--- config.mk ---
export PLATFORM = sky130hd
export DESIGN_NAME = umi_host_regif
export DESIGN_NICKNAME = d
export VERILOG_FILES = /design/src/rtl/umi_host_regif_pkg.sv /design/src/rtl/umi_pack.sv /design/src/rtl/umi_unpack.sv /design/src/rtl/umi_host_regif.sv
export SDC_FILE = /design/constraint.sdc
export NUM_CORES = 1
export LEC_CHECK = 0
export ABC_AREA = 1
export BUFFER_PORTS_ARGS = -buffer_cell sky130_fd_sc_hd__buf_2
export CORE_AREA = 2 2 404 406
export DETAILED_ROUTE_END_ITERATION = 8
export DIE_AREA = 0 0 406 408
export PLACE_DENSITY = 0.36
export SLEW_MARGIN = 5
export SYNTH_ARGS = -nofsm -noshare
export SYNTH_HDL_FRONTEND = slang
export SYNTH_HIERARCHICAL = 1
export SYNTH_SLANG_ARGS = --single-unit
--- constraint.sdc ---
create_clock -name clk -period 5.25 [get_ports clk]
set_clock_uncertainty 0.15 [all_clocks]
set_input_delay 0.2625 -clock clk [delete_from_list [all_inputs] [get_ports clk]]
set_output_delay 0.2625 -clock clk [all_outputs]
set_load 0.03 [all_outputs]
--- src/rtl/umi_host_regif_pkg.sv ---
// Shared UMI message constants (opcodes, command bit layout) and local
// error codes for the host register-access initiator.
package umi_host_regif_pkg;

    localparam logic [4:0] UMI_REQ_READ   = 5'h01;
    localparam logic [4:0] UMI_REQ_WRITE  = 5'h03;
    localparam logic [4:0] UMI_REQ_POSTED = 5'h05;
    localparam logic [4:0] UMI_RESP_READ  = 5'h02;
    localparam logic [4:0] UMI_RESP_WRITE = 5'h04;

    // Command word field positions
    localparam int UMI_OPC_LSB  = 0;
    localparam int UMI_SIZE_LSB = 5;
    localparam int UMI_LEN_LSB  = 8;
    localparam int UMI_EOM_BIT  = 22;
    localparam int UMI_EOF_BIT  = 23;
    localparam int UMI_ERR_LSB  = 25;

    localparam logic [1:0] HOST_ERR_OK      = 2'b00;
    localparam logic [1:0] HOST_ERR_DECODE  = 2'b10;
    localparam logic [1:0] HOST_ERR_TIMEOUT = 2'b11;

    // posted only matters for writes
    function automatic logic [4:0] req_opcode(input logic write, input logic posted);
        if (!write) begin
            return UMI_REQ_READ;
        end
        if (posted) begin
            return UMI_REQ_POSTED;
        end
        return UMI_REQ_WRITE;
    endfunction

endpackage

--- src/rtl/umi_pack.sv ---
// Builds a UMI command word from its individual fields; fields not
// driven here are zero.
module umi_pack
    import umi_host_regif_pkg::*;
#(
    parameter int CW = 32
) (
    input  logic [4:0]    opcode_i,
    input  logic [2:0]    size_i,
    input  logic [7:0]    len_i,
    input  logic          eom_i,
    input  logic          eof_i,
    output logic [CW-1:0] cmd_o
);

    always_comb begin
        cmd_o = '0;
        cmd_o[UMI_OPC_LSB +: 5]  = opcode_i;
        cmd_o[UMI_SIZE_LSB +: 3] = size_i;
        cmd_o[UMI_LEN_LSB +: 8]  = len_i;
        cmd_o[UMI_EOM_BIT]       = eom_i;
        cmd_o[UMI_EOF_BIT]       = eof_i;
    end

endmodule

--- src/rtl/umi_unpack.sv ---
// Extracts the opcode and error field from a UMI response command word.
module umi_unpack
    import umi_host_regif_pkg::*;
#(
    parameter int CW = 32
) (
    input  logic [CW-1:0] cmd_i,
    output logic [4:0]    opcode_o,
    output logic [1:0]    err_o
);

    assign opcode_o = cmd_i[UMI_OPC_LSB +: 5];
    assign err_o    = cmd_i[UMI_ERR_LSB +: 2];

    logic unused_cmd;
    assign unused_cmd = ^cmd_i;

endmodule

--- src/rtl/umi_host_regif.sv ---
// Single-outstanding UMI host initiator: turns one local register access
// into a single-beat UMI request and waits (with timeout) for its response.
module umi_host_regif
    import umi_host_regif_pkg::*;
#(
    parameter int            CW      = 32,
    parameter int            AW      = 64,
    parameter int            DW      = 256,
    parameter int            RW      = 64,
    parameter logic [AW-1:0] SRCADDR = '0,
    parameter int            TIMEOUT = 1024
) (
    input  logic          clk,
    input  logic          nreset,
    input  logic          host_valid,
    input  logic          host_write,
    input  logic          host_posted,
    input  logic [AW-1:0] host_addr,
    input  logic [2:0]    host_size,
    input  logic [RW-1:0] host_wrdata,
    output logic          host_ready,
    output logic          host_done,
    output logic [RW-1:0] host_rdata,
    output logic [1:0]    host_err,
    output logic          uhost_req_valid,
    output logic [CW-1:0] uhost_req_cmd,
    output logic [AW-1:0] uhost_req_dstaddr,
    output logic [AW-1:0] uhost_req_srcaddr,
    output logic [DW-1:0] uhost_req_data,
    input  logic          uhost_req_ready,
    input  logic          uhost_resp_valid,
    input  logic [CW-1:0] uhost_resp_cmd,
    input  logic [AW-1:0] uhost_resp_dstaddr,
    input  logic [AW-1:0] uhost_resp_srcaddr,
    input  logic [DW-1:0] uhost_resp_data,
    output logic          uhost_resp_ready
);

    if (DW < RW) begin : g_bad_dw
        $error("umi_host_regif: DW must be >= RW");
    end

    localparam logic [1:0] S_IDLE = 2'd0;
    localparam logic [1:0] S_REQ  = 2'd1;
    localparam logic [1:0] S_WAIT = 2'd2;
    localparam logic [1:0] S_DONE = 2'd3;

    localparam int            TW         = (TIMEOUT > 0) ? $clog2(TIMEOUT + 1) : 1;
    localparam logic [TW-1:0] TIMER_LAST = TW'((TIMEOUT > 0) ? TIMEOUT - 1 : 0);
    localparam logic [2:0]    MAX_SIZE   = 3'($clog2(RW / 8));

    logic [1:0]    state_q, state_d;
    logic          wr_q, wr_d;
    logic          posted_q, posted_d;
    logic [AW-1:0] addr_q, addr_d;
    logic [2:0]    size_q, size_d;
    logic [RW-1:0] wdata_q, wdata_d;
    logic [TW-1:0] timer_q, timer_d;
    logic [RW-1:0] rdata_q, rdata_d;
    logic [1:0]    err_q, err_d;

    logic [CW-1:0] req_cmd;
    logic [4:0]    resp_opc;
    logic [1:0]    resp_err;
    logic          size_bad;
    logic          resp_match;
    logic          timeout_hit;

    umi_pack #(.CW(CW)) u_pack (
        .opcode_i (req_opcode(wr_q, posted_q)),
        .size_i   (size_q),
        .len_i    (8'd0),
        .eom_i    (1'b1),
        .eof_i    (1'b1),
        .cmd_o    (req_cmd)
    );

    umi_unpack #(.CW(CW)) u_unpack (
        .cmd_i    (uhost_resp_cmd),
        .opcode_o (resp_opc),
        .err_o    (resp_err)
    );

    assign size_bad    = host_size > MAX_SIZE;
    assign resp_match  = uhost_resp_valid
                         && (resp_opc == (wr_q ? UMI_RESP_WRITE : UMI_RESP_READ))
                         && (uhost_resp_dstaddr == SRCADDR);
    assign timeout_hit = (TIMEOUT != 0) && (timer_q == TIMER_LAST);

    always_ff @(posedge clk or negedge nreset) begin
        if (!nreset) begin
            state_q <= S_IDLE;
        end else begin
            state_q <= state_d;
        end
    end

    always_comb begin
        state_d = state_q;
        case (state_q)
            S_IDLE: if (host_valid) state_d = size_bad ? S_DONE : S_REQ;
            S_REQ:  if (uhost_req_ready) state_d = (wr_q && posted_q) ? S_DONE : S_WAIT;
            S_WAIT: if (resp_match || timeout_hit) state_d = S_DONE;
            S_DONE: state_d = S_IDLE;
            default: state_d = S_IDLE;
        endcase
    end

    always_comb begin
        host_ready        = 1'b0;
        host_done         = 1'b0;
        uhost_req_valid   = 1'b0;
        uhost_req_cmd     = '0;
        uhost_req_dstaddr = '0;
        uhost_req_data    = '0;
        case (state_q)
            S_IDLE: host_ready = 1'b1;
            S_REQ: begin
                uhost_req_valid   = 1'b1;
                uhost_req_cmd     = req_cmd;
                uhost_req_dstaddr = addr_q;
                uhost_req_data    = wr_q ? DW'(wdata_q) : '0;
            end
            S_DONE: host_done = 1'b1;
            default: ;
        endcase
    end

    // Transaction context and result registers
    always_comb begin
        wr_d     = wr_q;
        posted_d = posted_q;
        addr_d   = addr_q;
        size_d   = size_q;
        wdata_d  = wdata_q;
        timer_d  = timer_q;
        rdata_d  = rdata_q;
        err_d    = err_q;
        case (state_q)
            S_IDLE: begin
                if (host_valid) begin
                    wr_d     = host_write;
                    posted_d = host_posted;
                    addr_d   = host_addr;
                    size_d   = host_size;
                    wdata_d  = host_wrdata;
                    rdata_d  = '0;
                    err_d    = size_bad ? HOST_ERR_DECODE : HOST_ERR_OK;
                end
            end
            S_REQ: timer_d = '0;
            S_WAIT: begin
                if (timer_q != '1) timer_d = timer_q + 1'b1;
                // a match in the timeout cycle still completes normally
                if (resp_match) begin
                    rdata_d = wr_q ? '0 : uhost_resp_data[RW-1:0];
                    err_d   = resp_err;
                end else if (timeout_hit) begin
                    err_d = HOST_ERR_TIMEOUT;
                end
            end
            default: ;
        endcase
    end

    always_ff @(posedge clk or negedge nreset) begin
        if (!nreset) begin
            wr_q     <= 1'b0;
            posted_q <= 1'b0;
            addr_q   <= '0;
            size_q   <= '0;
            wdata_q  <= '0;
            timer_q  <= '0;
            rdata_q  <= '0;
            err_q    <= '0;
        end else begin
            wr_q     <= wr_d;
            posted_q <= posted_d;
            addr_q   <= addr_d;
            size_q   <= size_d;
            wdata_q  <= wdata_d;
            timer_q  <= timer_d;
            rdata_q  <= rdata_d;
            err_q    <= err_d;
        end
    end

    assign host_rdata        = rdata_q;
    assign host_err          = err_q;
    assign uhost_req_srcaddr = SRCADDR;
    // Always sink responses so stale or late beats never back up the network
    assign uhost_resp_ready  = 1'b1;

    logic unused_resp;
    assign unused_resp = ^{uhost_resp_srcaddr, uhost_resp_data};

endmodule
==> impl_metrics.env <==
export IMPL_status="complete, no violations"
export IMPL_synth_xor_area_frac=0.00342
export IMPL_finalWeightedCongestion=0.734
export IMPL_rsz0062_at_grt="false"
export IMPL_initial_core_util=0.0793
export IMPL_holdCritPathClass="primary input to async pin"
export IMPL_via_per_inst=2.59
export IMPL_crit_type="flop to flop"
export IMPL_seq_area_frac_synth=0.414
export IMPL_cp_arrival_ns=3.64
export IMPL_cts_setup_buffers=0
export IMPL_dp_slack_ns=1.56
export IMPL_grt_max_degree=98
export IMPL_die_height_um=408
export IMPL_synth_top_area_cell="dfrtp_1"
export IMPL_synthMuxAreaShare=0.0589
export IMPL_fmax_mhz=304
export IMPL_cap_violations=0
export IMPL_wl_met3_um=5160
export IMPL_finalCritPeriodShare=0.627
export IMPL_clkSlewWorstSetupHoldPaths_ns=0.06
export IMPL_end_kind="flop"
export IMPL_routed_wl_um=51800
export IMPL_worstMarginPinSlew_ns=1.07
export IMPL_synth_compound_area_frac=0.0345
export IMPL_cts_max_level=1
export IMPL_synth_cell_types=30
export IMPL_avgSynthCellArea_um2=7.71
export IMPL_critPathRequiredTime_ns=5.60
export IMPL_power_density_nw_per_um2=494
export IMPL_synth_fa_ha_area_frac=0.00488
export IMPL_holdWs_ns=0.0517
export IMPL_drt_wirelength_per_cell_um=11.5
export IMPL_ios=1040
export IMPL_antenna_found_initial=8
export IMPL_dr_max_layer_used="met5"
export IMPL_power_share_clock=0.227
export IMPL_worst_slack_ns=1.96
export IMPL_clock_path_buffers=3
export IMPL_die_area_um2=166000
export IMPL_p_leak_nw=10.7
export IMPL_grt_pass1_wl_um=73700
export IMPL_p_int_mw=4.94
export IMPL_wl_met2_um=22000
export IMPL_dp_hpwl_um=38900
export IMPL_ir_drop_v=0.000463
export IMPL_via_count=11641
export IMPL_critical_path_peak_fanout=43
export IMPL_num_rows=148
export IMPL_area_delta_synth_final_pct=53.9
export IMPL_fin_tns_setup_ns=0
export IMPL_yosysTopAreaCellShare=0.414
export IMPL_die_w_um=406
export IMPL_setup_violations=0
export IMPL_yosys_warnings=6
export IMPL_drv_slew=0
export IMPL_fin_crit_ns=3.29
export IMPL_power_frac_seq=0.267
export IMPL_worst_slew_margin_rel=0.286
export IMPL_synthTopCellsByArea="dfrtp_1 41%, buf_4 18%, nand2_1 8.5%"
export IMPL_wl_met1_um=23700
export IMPL_synth_top_family_by_area="buffers and inverters"
export IMPL_synth_area_um2=12800
export IMPL_portBuffers=477
export IMPL_crit_path_start_kind="flop"
export IMPL_grt_overflow=0
export IMPL_drt_pass1_iter_count=4
export IMPL_cts_buffers=31
export IMPL_hold_viol_final=0
export IMPL_synthSimpleGateAreaFrac=0.214
export IMPL_synthCells=1663
export IMPL_drt_iter0_drc=333
export IMPL_clock_latency_ns=0.62
export IMPL_ant_nets=0
export IMPL_root_buffer="clkbuf_16"
export IMPL_n_fill_cell=18838
export IMPL_grt_usage=0.0592
export IMPL_sw_frac_of_total=0.494
export IMPL_grt_pass1_vias=11322
export IMPL_cts_tree="yes"
export IMPL_clock_sinks=212
export IMPL_final_nets=2858
export IMPL_layout_drive_gt1_share=0.270
export IMPL_p_comb_frac=0.506
export IMPL_core_region_area_um2=162000
export IMPL_ys_ff_latch=212
export IMPL_drc_errors=0
export IMPL_switchingPower_mw=4.82
-- critical path: stages, from the launching register on --
cell,delay [ns]
dfrtp_1,0.64
inv_2,0.08
o21ai_1,0.16
nand3_1,0.17
nand3b_1,0.28
nand2_2,0.10
nand3_2,0.78
buf_4,0.58
nand2_1,0.10
nand2_1,0.05
-- registers in the layout, indices dropped and copies added (netlist names) --
signal / count
wdata_q: 64
wr_q: 1
host_err: 2
host_rdata: 64
timer_q: 11
addr_q: 64
size_q: 3
posted_q: 1
state_q: 2
-- synth_stat cells (all sizes together) --
| library cell | number |
|---|---|
| o22ai | 2 |
| nor2 | 286 |
| mux2 | 67 |
| o21ai | 14 |
| clkbuf | 47 |
| conb | 3 |
| nand4 | 68 |
| nand2 | 295 |
| ha | 5 |
| or2 | 1 |
| inv | 247 |
| xnor2 | 2 |
| nand3 | 16 |
| o211ai | 1 |
| xor2 | 3 |
| nand3b | 1 |
| nor3 | 2 |
| dfrtp | 212 |
| a21oi | 68 |
| buf | 323 |
-- timing repair --
item | 4_1_cts | 5_1_grt
endpoints found under the setup margin | 0 | 0
hold buffers | 201 | 0
resized for setup | 0 | 0
endpoints found under the hold margin | 269 | 0
-- through the flow --
stage | total power [mW] | instances | utilization | cell area (um2)
2_1_floorplan | 6.10 | 1944 | - | 13900
3_3_place_gp | 7.55 | 4240 | 0.103 | 16700
3_5_place_dp | 7.56 | 4240 | 0.103 | 16700
4_1_cts | 10.1 | 4499 | 0.122 | 19700
5_1_grt | 10.5 | 4500 | 0.122 | 19700
6_report | 9.76 | 4503 | 0.122 | 19700
-- logic make-up (layout without fill, tap and decap cells) --
group	Yosys count	after routing
DFF	212	212
buffers and inverters	617	997
xor gates and xnor gates	5	5
other	3	288
muxes	67	67
AOI/OAI and AO/OA	85	85
adders and majority gates	5	5
and+or+nand+nor	669	669
-- worst paths after layout --
path	startpoint	to	slack, ns	cells past startpoint
setup / recovery	wr_q	host_rdata[60]	1.96	9
hold / removal	nreset	timer_q[10]	0.05	2
setup reg to reg	wr_q	host_rdata[60]	1.96	9
hold reg to reg	host_rdata[15]	host_rdata[15]	0.31	2
max in group asynchronous	nreset	host_rdata[63]	3.82	3
min in group clk	host_valid	size_q[2]	0.16	4
-- cell usage in the layout, fill, tap and decap left out, types with 2 or more instances in the layout --
cell type      Yosys  routed
a21oi_1           68      68
buf_12             0       4
buf_2             10     476
buf_4            301      10
bufinv_16          0       3
clkbuf_1          47       4
clkbuf_16          0      31
clkbuf_8           0       6
clkinv_2           0       6
clkinv_4           0       2
clkinvlp_4         0       5
conb_1             3     284
dfrtp_1          212     212
diode_2            0       4
dlygate4sd3_1      0     201
ha_1               5       4
inv_1            246     246
mux2_2            67      67
nand2_1          292     287
nand2_2            2       5
nand2_4            1       3
nand3_1           14      14
nand3_2            2       2
nand4_1           68      68
nor2_1           284     284
nor3_1             2       2
o21ai_0           11      11
o21ai_1            2       2
o22ai_1            2       2
xnor2_1            2       2
xor2_1             3       3
-- area by class of cell --
| type | count | area [um2] | share of cell area |
|---|---|---|---|
| Tap cell | 2175 | 2720 | 0.138 |
| Timing Repair Buffer | 692 | 4560 | 0.231 |
| Multi-Input combinational cell | 1115 | 5150 | 0.261 |
| Clock inverter | 17 | 184 | 0.00932 |
| Antenna cell | 4 | 10.0 | 0.000507 |
| Sequential cell | 212 | 5310 | 0.269 |
| Clock buffer | 41 | 873 | 0.0443 |
| Inverter | 247 | 927 | 0.0470 |
-- power by group through the flow --
stage                     combinational (mW)  clock [mW]  sequential, mW
after CTS                               5.06        2.39            2.61
after global placement                  4.93           0            2.62
after detailed placement                4.93           0            2.63
after floorplan                         3.26           0            2.84
final                                   4.94        2.22            2.60
after global routing                    5.42        2.44            2.69
-- per-layer routing --
metal,up-vias,global-route usage
li1,5733,-
met1,5398,0.0790
met2,460,0.0908
met3,44,0.0214
met4,6,0.0120
met5,-,0
Note: power is estimated with default switching activity, not from simulation.
